===== config.mk =====
export PLATFORM = sky130hd
export DESIGN_NAME = mem_stage
export DESIGN_NICKNAME = d
export VERILOG_FILES = /design/src/rtl/mem_stage.sv
export SDC_FILE = /design/constraint.sdc
export NUM_CORES = 2
export LEC_CHECK = 0
export CAP_MARGIN = 20
export CORE_UTILIZATION = 40
export CTS_CLUSTER_SIZE = 24
export DETAILED_ROUTE_END_ITERATION = 8
export SETUP_SLACK_MARGIN = 0.4
export SLEW_MARGIN = 10
export SYNTH_ARGS = -nofsm -noshare
export SYNTH_HDL_FRONTEND = slang
export SYNTH_SLANG_ARGS = --single-unit

===== constraint.sdc =====
create_clock -name clk -period 10.31 [get_ports clk]
set_input_delay 1.031 -clock clk [delete_from_list [all_inputs] [get_ports clk]]
set_output_delay 1.031 -clock clk [all_outputs]
set_load 0.1 [all_outputs]

===== src/rtl/mem_stage.sv =====
// Memory stage: data-memory access for the M instruction with a fixed wait-count stall,
// then registered hand-off of the results into the MEM/WB boundary.
module mem_stage #(
  parameter int DEPTH_WORDS = 64,
  parameter int LAT         = 2
) (
  input  logic        clk,
  input  logic        rst,
  input  logic        regwriM,
  input  logic        memtoregM,
  input  logic        memwriM,
  input  logic [31:0] aluoutM,
  input  logic [31:0] wridataM,
  input  logic [4:0]  wriregM,
  output logic        stallM,
  output logic        regwriW,
  output logic        memtoregW,
  output logic [31:0] readdataW,
  output logic [31:0] aluoutW,
  output logic [4:0]  wriregW,
  output logic        misalignM
);

  localparam int         AW    = $clog2(DEPTH_WORDS);
  localparam logic [3:0] LAT_C = 4'(LAT);

  logic [31:0]   r_mem [DEPTH_WORDS];
  logic [3:0]    r_cnt;
  logic          r_regwri;
  logic          r_memtoreg;
  logic [31:0]   r_readdata;
  logic [31:0]   r_aluout;
  logic [4:0]    r_wrireg;
  logic          r_misalign;

  logic          w_access;
  logic          w_misalign;
  logic          w_aligned;
  logic          w_stall;
  logic          w_load;
  logic          w_store_commit;
  logic [AW-1:0] w_idx;

  // NOTE: every output of this block gets a default first, so no path can leave a
  // signal unassigned and infer a latch.
  always_comb begin
    w_access       = memtoregM | memwriM;
    w_misalign     = w_access & (aluoutM[1:0] != 2'b00);
    w_aligned      = w_access & ~w_misalign;
    w_stall        = w_aligned & (r_cnt != LAT_C);
    // A load with the store flag also set is handled as a store.
    w_load         = w_aligned & memtoregM & ~memwriM;
    w_store_commit = w_aligned & memwriM & ~w_stall;
    w_idx          = aluoutM[AW+1:2];
  end

  // NOTE: state registers use non-blocking assignments so every flop samples the
  // pre-edge values regardless of statement order.
  always_ff @(posedge clk) begin
    if (rst) begin
      r_cnt      <= 4'd0;
      r_regwri   <= 1'b0;
      r_memtoreg <= 1'b0;
      r_readdata <= 32'd0;
      r_aluout   <= 32'd0;
      r_wrireg   <= 5'd0;
      r_misalign <= 1'b0;
    end else if (w_stall) begin
      // Waiting on memory: push bubbles into W, keep the data fields.
      r_cnt      <= r_cnt + 4'd1;
      r_regwri   <= 1'b0;
      r_memtoreg <= 1'b0;
    end else if (w_misalign) begin
      r_cnt      <= 4'd0;
      r_regwri   <= 1'b0;
      r_memtoreg <= 1'b0;
      r_misalign <= 1'b1;
    end else begin
      r_cnt      <= 4'd0;
      r_regwri   <= regwriM;
      r_memtoreg <= memtoregM;
      r_aluout   <= aluoutM;
      r_wrireg   <= wriregM;
      if (w_load) begin
        r_readdata <= r_mem[w_idx];
      end
    end
  end

  // NOTE: the data array is deliberately left out of reset so it maps onto RAM;
  // only the write enable is gated by rst so a reset edge never writes.
  always_ff @(posedge clk) begin
    if (!rst && w_store_commit) begin
      r_mem[w_idx] <= wridataM;
    end
  end

  assign stallM    = w_stall;
  assign regwriW   = r_regwri;
  assign memtoregW = r_memtoreg;
  assign readdataW = r_readdata;
  assign aluoutW   = r_aluout;
  assign wriregW   = r_wrireg;
  assign misalignM = r_misalign;

endmodule

After elaboration in Yosys (flattened, before gate mapping)
Memories as Yosys holds them, arrays and structs flattened. A register that Yosys moved wholly into a read port is not among the register bits.
Index checks and enable logic that the tools add are counted.

storage, ports and cells
  flip-flop bits (word level) = 44
  memory bits (writable) = 2048
  input port bits = 74
  output and inout bits = 73
  logic and storage cells = 30
  memories kept = 1

operators by class
  $add $sub $neg = 1
  equal/unequal tests = 1
  multiplexer cells = 2
  bitwise operators = 11
  reduce and logical (&&, ||, !) cells = 8

memory list
  memory  words  bits a word  rd ports  clocked after memory_dff  wr ports  RTL line  source
  r_mem   64     32           1         1                         1         27        logic [31:0] r_mem [DEPTH_WORDS];

operators by type and width
  cell                 number
  $and 1x1->1          7
  $add 4x1->4 const B  1
  $ne 4x2->1 const B   1
  $reduce_and 2->1     2
  $not 1->1            3
  $reduce_and 3->1     1
  $reduce_or 3->1      1
  $mux 1               2
  $reduce_bool 2->1    1
  $reduce_or 2->1      1
  $logic_and 1x1->1    1
  $logic_not 1->1      1
  $or 1x1->1           1

Depth between registers and ports, before layout
  depth in word-level cells = 10
  depth in mapped cells = 11
  gate-level depth less buffers = 8

Worst setup path before layout
Ideal clock, no wire load.

  kind = input -> output
  from = input port aluoutM[1]
  to = output port stallM
  arrival time = 4060 ps
  data required time = 9279 ps
  path slack = 5219 ps
  stages on the path = 1
  buffers on the path = 0
  cell sequence = nor4_1

on the way
  longest elaborated chain between the ends = 5

RTL lines
  what                        RTL line  source
  start, declared             12        input logic [31:0] aluoutM,
  $reduce_bool 2->1           48        w_misalign = w_access & (aluoutM[1:0] != 2'b00);
  $and 1x1->1                 48
  $not 1->1 (no source line)  --
  $and 1x1->1                 49        w_aligned = w_access & ~w_misalign;
  $and 1x1->1                 50        w_stall = w_aligned & (r_cnt != LAT_C);
  end, declared               15        output logic stallM,

No other way between the ends.

Final worst setup path
  from = input port memwriM
  to = output port stallM

on the way
  longest elaborated chain between the ends = 5

RTL lines
  what                        RTL line  source
  start, declared             11        input logic memwriM,
  $or 1x1->1 (*)              47        w_access = memtoregM | memwriM;
  $and 1x1->1                 48
  $not 1->1 (no source line)  --
  $and 1x1->1 (*)             49
  $and 1x1->1 (*)             50

Mark *: on every way between the ends. The rest lies on a longest branch, timed or not.

==> results.json <==
{
  "status": "complete, but fails checks",
  "violations": "DRC",
  "fin_crit_sh_pct": 44.70,
  "grt.overflow.total": 0,
  "worstPathMaxFanout": 6,
  "dp_cells": 6871,
  "seq_power_share_pct": 53.1,
  "drc_errors": 40,
  "io_pins": 147,
  "p_per_area_mw_per_mm2": 192.3,
  "r2r-end": "r_mem[23][3]",
  "dr.first_iter.drc_count": 6331,
  "die_area_mm2": 0.2036,
  "power.share.clock_pct": 41.9,
  "ys_warn_count": 0,
  "min_to": "wriregW[3]",
  "clk_latency_ps": 890,
  "instances_no_fill": 7285,
  "numPortBuffers": 146,
  "yosys.cell_types.count": 58,
  "p_leak_uw": 0.02944,
  "synthesis.area_mm2": 0.08072,
  "async_flop_share_pct": 0,
  "avgSynthCellArea_um2": 19.24,
  "internal_power_uw": 13910,
  "final_hold_viol_count": 0,
  "worstHoldStart": "wriregW[3]",
  "power_frac_comb_pct": 5.1,
  "cts_hold_buffers": 0,
  "maxCapViolations": 0,
  "synth_nets": 4271,
  "synth_seq_cells": 2124,
  "antenna_found_initial": 28,
  "fmax_ghz": 0.2170,
  "grt.total_usage_pct": 23.44,
  "wl_per_cell_um": 33.22,
  "via_per_inst": 6.040,
  "cts.path.max_buffers": 3,
  "dr.pass1.iters": 9,
  "grt_pass1_wl_mm": 336.2,
  "nets": 4515,
  "cts_resized": 0,
  "min_path_type": "flip-flop to flip-flop",
  "cts_made_buffers": 209,
  "hold_ws_ps": 449.4,
  "reg2regPathDepth": 9,
  "power.switching_uw": 3922,
  "die_w_um": 451.2,
  "peakVddDrop_uv": 191.8,
  "start_util_pct": 40.35,
  "ys_seq_area_share_pct": 78.07,
  "min_period_ps": 4608,
  "ant_nets": 0,
  "gp_congestion": 0.8108,
  "holdPathStages": 2,
  "totalWireLength_mm": 242.0,
  "worstMarginPinSlew_ps": 1136,
  "grt_pass1_vias": 42780,
  "cp_data_arrival_time_ps": 3580,
  "placed_area_mm2": 0.08575,
  "vias": 44000,
  "cts_setup_buffers": 0,
  "n_fill_cell": 16710,
  "setup_viol": 0,
  "drv_slew": 0,
  "path_clk_slew_ps": 60,
  "p_sw_share_pct": 22.00,
  "h-tree-depth": 4,
  "setup_tns_ps": 0,
  "drive_above_1_share_pct": 17.93,
  "slew_headroom_pct": 23.48,
  "die_y_um": 451.2,
  "regToRegStartpoint": "r_cnt[0]",
  "areaGrowthSynthToFinish_pct": 14.85,
  "grt_setup_unrepaired": "false",
  "cts_sinks": 2124,
  "cts_tree": "done",
  "dominantRegCellSynth": "edfxtp_1",
  "fin_util_pct": 46.34,
  "syn_inst": 4195,
  "worstPathRequired_ps": 9280,
  "dpl.hpwl_mm": 133.3,
  "clockRootBuffer": "clkbuf_16",
  "finClkSkew_ps": 47.23,
  "grt_start_max_net_pins": 140,
  "critPathKind": "primary input to primary output",
  "worst_setup_path_start_kind": "primary input",
  "rows": 164,
  "synth_edf_count": 2048,
  "coreArea_mm2": 0.2001,
  "cp-end-kind": "primary output",
  "r2r_slack_ps": 6140,
  "finish.instance_area_mm2": 0.09271
}
-- layer usage --
layer | GRT usage [%] | routed length, µm
met1 | 32.43 | 96750
met2 | 36.00 | 111300
met3 | 6.048 | 25980
met4 | 7.913 | 7848
met5 | 0 | 88
-- Yosys cell counts, types with 23 or more instances --
cell type,number,area (µm²)
o21ai_0,110,550.5
nor2_1,255,957.2
a21oi_1,62,310.3
nand2_1,118,442.9
dfxtp_1,76,1521
clkbuf_1,78,292.8
buf_4,28,210.2
a221oi_1,259,2268
a22oi_1,66,495.5
nand3_1,23,115.1
o22ai_1,101,631.9
mux4_2,229,5157
edfxtp_1,2048,61500
buf_2,136,680.7
mux2i_1,386,3864
-- how the worst max path moves through the flow --
stage	startpoint	end	slack, ps	depth (start not counted)
after floorplan	aluoutM[1]	stallM	5220	1
after global placement	aluoutM[0]	r_mem[23][3]	5270	8
after detailed placement	aluoutM[0]	r_mem[23][10]	5300	8
after CTS	memwriM	stallM	5700	4
after global routing	memwriM	stallM	5640	4
final	memwriM	stallM	5700	4
-- layout make-up --
cell class / count / area (µm²) / area share [%]
diodes: 6 / 15.01 / 0.01620
well taps: 2656 / 3323 / 3.585
multi-input cells: 1793 / 16840 / 18.16
inverters: 4 / 25.02 / 0.02699
clock inverters: 114 / 1010 / 1.089
clock buffers: 281 / 5683 / 6.130
repair buffers: 307 / 2790 / 3.010
flip-flops and latches: 2124 / 63020 / 67.98
-- through the flow --
stage	setup slack [ps]	total power (µW)
after floorplan	5219	10120
after global placement	5273	10520
after detailed placement	5296	10530
after CTS	5696	17890
after global routing	5637	18270
final	5702	17830
-- layout by cell type (no fill, tap or decap), types with 23 or more instances in the layout --
cell type and count:
nor2_1 188, a21oi_1 61, dfxtp_1 76, buf_4 142, o22ai_1 101, a22oi_1 66, mux2i_1 386, clkdlybuf4s50_1 110
clkbuf_1 56, o21ai_0 108, clkbuf_16 211, clkinv_2 38, a221oi_1 259, nand3_1 23, clkinv_1 45, edfxtp_1 2048
mux4_2 229, buf_2 30, nor2_4 67, nand2_1 116
-- cell families after synthesis --
family                   count (synthesis)  synth area share (%)
flip-flops                            2124                 78.07
XOR/XNOR                                 2               0.02170
multiplexers                           631                 11.40
adder cells (fa/ha/maj)                  2               0.03100
AND/OR/NAND/NOR                        451                 2.338
AO/OA/AOI/OAI                          707                 6.346
buffers and inverters                  278                 1.792
-- sequential cells by signal, summed over array words and instances (netlist names) --
| name | flops |
|---|---|
| wriregW | 5 |
| aluoutW | 32 |
| misalignM | 1 |
| memtoregW | 1 |
| r_cnt | 4 |
| r_mem | 2048 |
| regwriW | 1 |
| readdataW | 32 |
-- critical path: stages --
cell             delay [ps]
clkdlybuf4s50_1         780
nor2_1                  210
nor4_1                  330
clkdlybuf4s50_1        1220
-- power by group through the flow --
| stage | clock network, µW | logic (µW) | registers [µW] |
|---|---|---|---|
| floorplan | 0 | 425 | 9700 |
| CTS | 7540 | 885 | 9460 |
| finish | 7460 | 905 | 9460 |
| global route | 7860 | 944 | 9460 |
| global placement | 0 | 871 | 9650 |
| detailed placement | 0 | 883 | 9650 |
No activity file was read; power rests on OpenSTA's default activity.
